`src/rtl/write_serial.sv`:
```
// write_serial: UART 8N1 transmitter with a byte FIFO in front.
// Bytes enter via valid/ready and leave on Tx LSB first.
module write_serial #(
    parameter int BoardFreq = 100000000,
    parameter int BaudRate  = 9600,
    parameter int BaudDiv   = BoardFreq / BaudRate,
    parameter int DivBits   = 14,
    parameter int FifoDepth = 16,
    parameter int PtrBits   = 4
) (
    input  logic               Clk,
    input  logic               Rst,
    input  logic [7:0]         inputByte,
    input  logic               inputValid,
    output logic               inputReady,
    output logic               Tx,
    output logic               busy,
    output logic               txDone,
    output logic [PtrBits:0]   fifoCount
);

    typedef enum logic [1:0] {
        IDLE,
        START,
        DATA,
        STOP
    } state_e;

    localparam logic [DivBits-1:0] CntMax  = DivBits'(BaudDiv - 1);
    localparam logic [PtrBits:0]   CntFull = (PtrBits + 1)'(FifoDepth);

    state_e               state_q, state_d;
    logic [DivBits-1:0]   cnt_q, cnt_d;
    logic [2:0]           bit_q, bit_d;
    logic [7:0]           shift_q, shift_d;
    logic                 tx_q, tx_d;
    logic                 done_q, done_d;
    logic                 busy_q, busy_d;
    logic [PtrBits:0]     count_q, count_d;
    logic [PtrBits-1:0]   wr_q, wr_d;
    logic [PtrBits-1:0]   rd_q, rd_d;
    logic [7:0]           mem_q [FifoDepth];

    logic                 push;
    logic                 pop;
    logic                 bit_tick;
    logic                 fifo_has;

    assign inputReady = (count_q != CntFull);
    assign push       = inputValid && inputReady;
    assign fifo_has   = (count_q != '0);
    assign bit_tick   = (state_q != IDLE) && (cnt_q == CntMax);

    assign Tx        = tx_q;
    assign txDone    = done_q;
    assign busy      = busy_q;
    assign fifoCount = count_q;

    // FIFO pointer and occupancy update; push+pop leaves the count alone
    always_comb begin
        wr_d    = wr_q;
        rd_d    = rd_q;
        count_d = count_q;
        if (push) begin
            wr_d = wr_q + PtrBits'(1);
        end
        if (pop) begin
            rd_d = rd_q + PtrBits'(1);
        end
        unique case ({push, pop})
            2'b10:   count_d = count_q + (PtrBits + 1)'(1);
            2'b01:   count_d = count_q - (PtrBits + 1)'(1);
            default: count_d = count_q;
        endcase
    end

    // Frame sequencer: next state, bit index, shift load and pop request
    always_comb begin
        state_d = state_q;
        bit_d   = bit_q;
        shift_d = shift_q;
        pop     = 1'b0;
        unique case (state_q)
            IDLE: begin
                if (fifo_has) begin
                    pop     = 1'b1;
                    shift_d = mem_q[rd_q];
                    state_d = START;
                end
            end
            START: begin
                if (bit_tick) begin
                    state_d = DATA;
                    bit_d   = 3'd0;
                end
            end
            DATA: begin
                if (bit_tick) begin
                    if (bit_q == 3'd7) begin
                        state_d = STOP;
                    end else begin
                        bit_d = bit_q + 3'd1;
                    end
                end
            end
            STOP: begin
                if (bit_tick) begin
                    if (fifo_has) begin
                        pop     = 1'b1;
                        shift_d = mem_q[rd_q];
                        state_d = START;
                    end else begin
                        state_d = IDLE;
                    end
                end
            end
            default: state_d = IDLE;
        endcase
    end

    // Baud counter, held at zero while idle so the start bit is full length
    always_comb begin
        cnt_d = cnt_q;
        if (state_q == IDLE || bit_tick) begin
            cnt_d = '0;
        end else begin
            cnt_d = cnt_q + DivBits'(1);
        end
    end

    // Registered outputs computed from the next state so they line up with it
    always_comb begin
        tx_d   = 1'b1;
        done_d = (state_d == STOP) && (cnt_d == CntMax);
        busy_d = (state_d != IDLE) || (count_d != '0);
        unique case (state_d)
            IDLE:    tx_d = 1'b1;
            START:   tx_d = 1'b0;
            DATA:    tx_d = shift_d[bit_d];
            STOP:    tx_d = 1'b1;
            default: tx_d = 1'b1;
        endcase
    end

    // State and control registers with asynchronous clear
    always_ff @(posedge Clk or negedge Rst) begin
        if (!Rst) begin
            state_q <= IDLE;
            cnt_q   <= '0;
            bit_q   <= 3'd0;
            shift_q <= 8'd0;
            tx_q    <= 1'b1;
            done_q  <= 1'b0;
            busy_q  <= 1'b0;
            count_q <= '0;
            wr_q    <= '0;
            rd_q    <= '0;
        end else begin
            state_q <= state_d;
            cnt_q   <= cnt_d;
            bit_q   <= bit_d;
            shift_q <= shift_d;
            tx_q    <= tx_d;
            done_q  <= done_d;
            busy_q  <= busy_d;
            count_q <= count_d;
            wr_q    <= wr_d;
            rd_q    <= rd_d;
        end
    end

    // FIFO storage; contents need no reset since pointers gate every read
    always_ff @(posedge Clk) begin
        if (push) begin
            mem_q[wr_q] <= inputByte;
        end
    end

endmodule

```
`config.mk`:
```
export PLATFORM = sky130hd
export DESIGN_NAME = write_serial
export DESIGN_NICKNAME = d
export VERILOG_FILES = /design/src/rtl/write_serial.sv
export SDC_FILE = /design/constraint.sdc
export NUM_CORES = 1
export LEC_CHECK = 0
export BUFFER_PORTS_ARGS = -buffer_cell sky130_fd_sc_hd__buf_2
export CELL_PAD_IN_SITES_DETAIL_PLACEMENT = 0
export CELL_PAD_IN_SITES_GLOBAL_PLACEMENT = 1
export CORE_ASPECT_RATIO = 0.7
export CORE_MARGIN = 1.5
export CORE_UTILIZATION = 25
export DETAILED_ROUTE_END_ITERATION = 6
export HOLD_SLACK_MARGIN = 0.03
export PLACE_DENSITY = 0.43
export RECOVER_POWER = 50
export SYNTH_ARGS = -nofsm -noshare
export SYNTH_HDL_FRONTEND = slang
export SYNTH_SLANG_ARGS = --single-unit
```
`constraint.sdc`:
```
create_clock -name Clk -period 4.7 [get_ports Clk]
set_input_delay 0.705 -clock Clk [delete_from_list [all_inputs] [get_ports Clk]]
set_output_delay 0.705 -clock Clk [all_outputs]
set_load 0.02 [all_outputs]
```
==> results of run 1 <==
## path summary, 6_finish.rpt
kind | to | depth (start not counted) | startpoint | slack [ns]
worst max-delay path | busy | 12 | fifoCount[1] | 0.79
worst min-delay path | cnt_q[4] | 1 | Rst | 0.36
worst max register to register | busy | 12 | fifoCount[1] | 0.79
worst min register to register | cnt_q[0] | 1 | cnt_q[0] | 0.51
max in group asynchronous | rd_q[0] | 2 | Rst | 2.10
min in group Clk | cnt_q[0] | 1 | cnt_q[0] | 0.51
## cells in the mapped netlist (3+ instances only)
library cell / count
a21oi_1: 14
a22oi_1: 5
and3_1: 5
and4_1: 4
buf_1: 4
buf_2: 6
buf_4: 3
clkbuf_1: 7
dfrtp_1: 42
edfxtp_1: 128
ha_1: 18
inv_1: 14
mux2_2: 3
mux2i_1: 3
mux4_2: 34
nand2_1: 30
nand2b_1: 6
nand3_1: 13
nand4_1: 11
nor2_1: 29
nor2b_1: 7
nor3_1: 13
o21ai_0: 9
or3_1: 4
or4_1: 3
xnor2_1: 11
xor2_1: 11
## layer usage
layer,vias to the layer above,part of all wire (%)
met5,-,0
met4,0,1.1
met3,18,3.9
met2,79,43
met1,2219,52
li1,1926,-
## final cells by class
class / instances / area, sq um
clock buffer: 19 / 433
clock inverter: 13 / 163
fill: 2886 / 20600
inverter: 15 / 57.6
multi-input combinational: 276 / 2400
sequential: 171 / 4920
tap: 378 / 473
timing repair buffer: 29 / 155
## sequential cells by signal, summed over array words and instances, names as in the netlist
name	flops
Tx	1
mem_q	128
txDone	1
state_q	2
bit_q	3
cnt_q	14
fifoCount	5
shift_q	8
wr_q	4
busy	1
rd_q	4
## cell usage in the layout, fill, tap and decap left out, types with 7 or more instances in the layout
| cell | netlist | final |
|---|---|---|
| edfxtp_1 | 128 | 128 |
| xnor2_1 | 11 | 11 |
| nand3_1 | 13 | 13 |
| buf_2 | 6 | 10 |
| inv_1 | 14 | 14 |
| dfrtp_1 | 42 | 40 |
| nor3_1 | 13 | 13 |
| clkbuf_16 | 0 | 17 |
| buf_4 | 3 | 9 |
| nor2b_1 | 7 | 7 |
| o21ai_0 | 9 | 9 |
| ha_1 | 18 | 18 |
| mux4_2 | 34 | 34 |
| xor2_1 | 11 | 11 |
| nand2_1 | 30 | 30 |
| nor2_1 | 29 | 29 |
| nand4_1 | 11 | 11 |
| a21oi_1 | 14 | 14 |
| clkbuf_1 | 7 | 12 |
## report_power, final
part           total (mW)  switching (mW)  internal (mW)  leakage [nW]
clock network        1.42           0.622          0.798         0.281
logic                1.69           0.958          0.733         0.992
registers            2.18           0.323           1.85          1.71
total                5.29            1.90           3.38          2.98
## stage by stage
step                      total power, mW  area, sq um  worst slack (ns)  util [%]  instances
after CTS                            5.39         8640              1.14      29.6        901
final                                5.29         8610             0.792      29.5        901
after global placement               3.93         8050              1.27      27.5        869
after global routing                 5.60         8610             0.516      29.5        901
after floorplan                      3.34         7520              1.21         -        484
after detailed placement             3.94         8050              1.15      27.5        869
## worst register-to-register path, cell delays in order, from the launching register on
cell        delay [ns]
dfrtp_1           0.51
nor4_1            0.66
nand2_2           0.11
and2_0            0.35
clkinvlp_2        0.31
o211ai_4          0.19
xnor2_1           0.18
ha_1              0.22
or4_1             0.41
mux2i_1           0.14
o31ai_1           0.09
xnor2_1           0.15
or4b_1            0.46
## cell families after synthesis
group,Yosys count
xor gates and xnor gates,22
DFF,171
buffers and inverters,37
adders and majority gates,18
and+or+nand+nor,141
AOI/OAI and AO/OA,55
muxes,40
==> flow_metrics.py, run 1 <==
metrics = {
    "global_routing": {
        "grt_max_degree": 30,
        "use_met3_pct": 3.40,
        "grt_pass1_wl_um": 28200,
        "antenna_found_initial": 0,
        "use_met2_pct": 18.0,
        "met1_usage_pct": 18.7,
        "overflow": 0,
        "busiest_layer": "met1",
        "grt_pass1_vias": 4324,
        "gr-usage-all-layers_pct": 12.7,
    },
    "timing": {
        "finalMaxSlewViolations": 30,
        "grt_setup_unrepaired": "false",
        "finalCriticalPeriod_ns": 3.91,
        "setup_viol": 0,
        "clock.fmax_mhz": 256,
        "setup-tns-final_ns": 0,
        "slew_headroom_pct": -15.8,
        "whs_ns": 0.362,
        "skew_ns": 0.0132,
        "tightest_slew_ns": 1.74,
        "finalHoldViolCount": 0,
        "finalCritPeriodShare_pct": 83.1,
    },
    "worst_setup_path": {
        "slowest_delay_ns": 0.66,
        "crit_path_top_delay_cell": "nor4_1",
        "start_kind": "register",
        "crit_top_cell": "xnor2_1",
        "path_cells": "nor4_1, nand2_2, and2_0, clkinvlp_2, o211ai_4, xnor2_1, ha_1, or4_1, mux2i_1, o31ai_1, xnor2_1, or4b_1",
        "end_kind": "register",
        "critPathTopFamily": "simple AND/OR/NAND/NOR gates",
        "critPathRequiredTime_ns": 5.02,
        "crit_type": "register to register",
        "worst-path-buf-inv": 1,
        "worstPathArrival_ns": 4.22,
        "critical_path.max_fanout": 10,
    },
    "synth": {
        "synth.avg_cell_area_sq_um": 15.5,
        "ys_ff_latch": 171,
        "seq_area_frac_synth_pct": 65.5,
        "netlist_instances": 484,
        "synthesis.nets": 513,
        "synth_top_family_by_area": "multiplexers",
        "synth.largest_area_cell": "edfxtp_1",
        "synthFlopType": "edfxtp_1",
        "synth-edff-count": 128,
        "synth-xor-area-share_pct": 2.56,
        "synth_area_leaders": "edfxtp_1, dfrtp_1, mux4_2, ha_1, nand2_1",
        "yosys_warnings": 0,
        "yosys.area_share.simple_pct": 10.3,
        "async_reset_ff_share_pct": 25.1,
        "synth.area.mux_share_pct": 11.0,
        "synth_compound_area_share_pct": 5.33,
        "synthAdderAreaFrac_pct": 3.00,
        "synth_top_area_share_pct": 51.1,
        "syn_area_sq_mm": 0.00752,
        "synth.distinct_cells": 65,
    },
    "die": {
        "dieArea_sq_mm": 0.0311,
        "num_rows": 52,
        "fp.dieH_um": 148,
        "fp.dieW_um": 210,
        "start_util_pct": 25.7,
        "core-area_sq_mm": 0.0292,
        "io-pin-count": 20,
    },
    "worst_hold_path": {
        "hold_path_class": "primary input to asynchronous set/reset pin",
    },
    "clocking": {
        "cts_tree": "built",
        "post-cts-setup-buffer-count": 0,
        "clk_pin_slew_worst_paths_ns": 0.07,
        "cts_buffers": 17,
        "clock_sinks": 171,
        "clock_path_buffers": 2,
        "clock_latency_ns": 0.45,
        "h-tree-depth": 4,
        "cts.repair.resized": 0,
        "clockRootBuffer": "clkbuf_16",
        "ctsHoldBuffers": 0,
    },
    "route": {
        "routed-via-count": 4242,
        "wl_um": 18400,
        "dr.pass1.iters": 5,
        "dr.first_iter.drc_count": 294,
        "wire_per_inst_um": 20.4,
        "vias_per_cell": 4.71,
        "ant_nets": 0,
        "drcViolationCount": 0,
    },
    "power": {
        "vdd_drop_max_uv": 235,
        "cellPowerDensity_mw_per_mm2": 614,
        "p_leak_nw": 2.98,
    },
    "layout": {
        "drive_above_1_share_pct": 18.5,
        "fin_nets": 539,
        "syn_to_final_growth_pct": 14.5,
        "diodes": 0,
    },
    "placement": {
        "hpwl_um": 12500,
        "place_congestion": 0.793,
        "numPortBuffers": 19,
    },
    "flow_run": {
        "cap_violations": 1,
    },
    "outcome": {
        "status": "finished, violations left",
        "violations": "max-capacitance violations, max-slew violations",
    },
}
(Power assumes the default switching activity.)
==> run 2, diff against run 1 <==
Clock period 4.7 ns to 3.95 ns, I/O delays scaled along.
==> flow_metrics.py, run 2 (synthesis results as in run 1) <==
metrics = {
    "placement": {
        "post-place-ws_ns": 0.551,
        "numPortBuffers": 19,
        "dp_cells": 875,
        "place_area_sq_mm": 0.00809,
        "place_congestion": 0.725,
        "hpwl_um": 12200,
    },
    "route": {
        "ant_nets": 0,
        "drcViolationCount": 0,
        "dr.pass1.iters": 5,
        "wire_per_inst_um": 20.0,
        "routed-via-count": 4164,
        "wl_um": 18200,
        "dr.first_iter.drc_count": 221,
        "vias_per_cell": 4.60,
    },
    "worst_setup_path": {
        "end_kind": "register",
        "critPathRequiredTime_ns": 4.25,
        "reg2reg_from": "fifoCount[1]",
        "r2r_setup_slack_ns": 0.41,
        "worstPathArrival_ns": 3.83,
        "r2r_end": "busy",
        "crit_type": "register to register",
        "critical_path.max_fanout": 10,
        "start_kind": "register",
        "reg2reg_depth": 9,
    },
    "timing": {
        "clock.fmax_mhz": 283,
        "finalHoldViolCount": 0,
        "finalCritPeriodShare_pct": 89.5,
        "setup_viol": 0,
        "slew_headroom_pct": -68.1,
        "finalMaxSlewViolations": 44,
        "layout_setup_ws_ns": 0.413,
        "grt_setup_unrepaired": "false",
        "finalCriticalPeriod_ns": 3.54,
        "skew_ns": 0.0177,
        "tightest_slew_ns": 2.52,
        "setup-tns-final_ns": 0,
        "whs_ns": 0.514,
    },
    "clocking": {
        "clock_path_buffers": 2,
        "ctsHoldBuffers": 0,
        "clock_latency_ns": 0.44,
        "cts_tree": "built",
        "clk_pin_slew_worst_paths_ns": 0.08,
        "cts.repair.resized": 0,
        "post-cts-setup-buffer-count": 0,
        "h-tree-depth": 4,
        "clock_sinks": 171,
        "clockRootBuffer": "clkbuf_16",
        "cts_buffers": 17,
    },
    "outcome": {
        "violations": "max-capacitance violations, max-slew violations",
        "status": "finished, violations left",
    },
    "worst_hold_path": {
        "hold_path_class": "register to register",
        "holdPathStages": 1,
        "holdPathEnd": "cnt_q[0]",
        "hold_start": "cnt_q[0]",
    },
    "power": {
        "cellPowerDensity_mw_per_mm2": 728,
        "vdd_drop_max_uv": 303,
        "p_leak_nw": 3.02,
    },
    "layout": {
        "largest-register": "mem_q",
        "reg_top3": "mem_q: 128 flops, cnt_q: 14 flops, shift_q: 8 flops",
        "stdcell_area_sq_mm": 0.00866,
        "diodes": 0,
        "largest_register_ffs": 128,
        "multi_input_area_sq_mm": 0.00240,
        "final_cell_mix": "edfxtp_1, dfrtp_1, mux4_2, nand2_1, nor2_1",
        "fin_nets": 545,
        "final_cells": 906,
        "n_fill_cell": 2848,
        "regArea_sq_mm": 0.00492,
        "syn_to_final_growth_pct": 15.1,
        "layout_commonest_cell": "edfxtp_1",
        "drive_above_1_share_pct": 19.7,
    },
    "die": {
        "fp.dieW_um": 210,
        "io-pin-count": 20,
        "fp.dieH_um": 148,
        "dieArea_sq_mm": 0.0311,
        "num_rows": 52,
        "start_util_pct": 25.7,
        "core-area_sq_mm": 0.0292,
    },
    "global_routing": {
        "grt_max_degree": 44,
        "gr-usage-all-layers_pct": 12.4,
        "grt_pass1_wl_um": 27800,
        "grt_pass1_vias": 4280,
        "antenna_found_initial": 0,
        "overflow": 0,
    },
    "flow_run": {
        "cap_violations": 1,
    },
}
-- run 2: cell types whose count changed in the layout (fill, tap and decap cells not counted), sizes merged --
| cell | change |
|---|---|
| clkinvlp | -3 |
| clkinv | +1 |
| inv | +4 |
| buf | +5 |
| bufinv | -1 |
| clkbuf | -1 |
-- run 2: routing by layer --
layer	track usage [%]	share of wire [%]	vias up
li1	-	-	1942
met1	18.0	53	2155
met2	18.5	44	51
met3	2.58	2.1	16
met4	3.67	1.2	0
met5	0	0	-
-- run 2: report_power, final --
part,internal (mW),switching [mW],leakage (nW)
clock network,0.904,0.789,0.289
logic,0.897,1.18,1.03
registers,2.20,0.327,1.71
total,4.00,2.30,3.02
-- run 2: worst max path at each step --
stage               endpoint  slack [ns]  cells after the start          from
finish                  busy        0.41                      9  fifoCount[1]
CTS                     busy        0.54                     10    state_q[0]
global route            busy        0.17                      9  fifoCount[1]
floorplan               busy        0.46                     12    state_q[0]
global placement        busy        0.57                     10    state_q[0]
detailed placement      busy        0.55                     10    state_q[0]
-- run 2: through the flow --
stage,power [mW],util (%)
after detailed placement,4.71,27.7
after CTS,6.43,29.7
after floorplan,3.98,-
after global routing,6.71,29.6
after global placement,4.70,27.7
final,6.31,29.6
-- run 2: worst max-delay path, cell delays in order, from the launching register on --
cell and delay [ns]:
dfrtp_1 0.49, nor4_1 0.63, a21oi_1 0.31, o21a_1 0.20, ha_1 0.42, inv_1 0.11, and3_1 0.20, a2111oi_2 0.39
xnor2_1 0.13, or4b_1 0.51
-- run 2: final cells by class --
class                      instances  area share, %
sequential                       171           56.9
inverter                          15          0.708
multi-input combinational        276           27.8
clock inverter                    14           1.94
tap                              378           5.46
clock buffer                      17           4.91
timing repair buffer              35           2.33
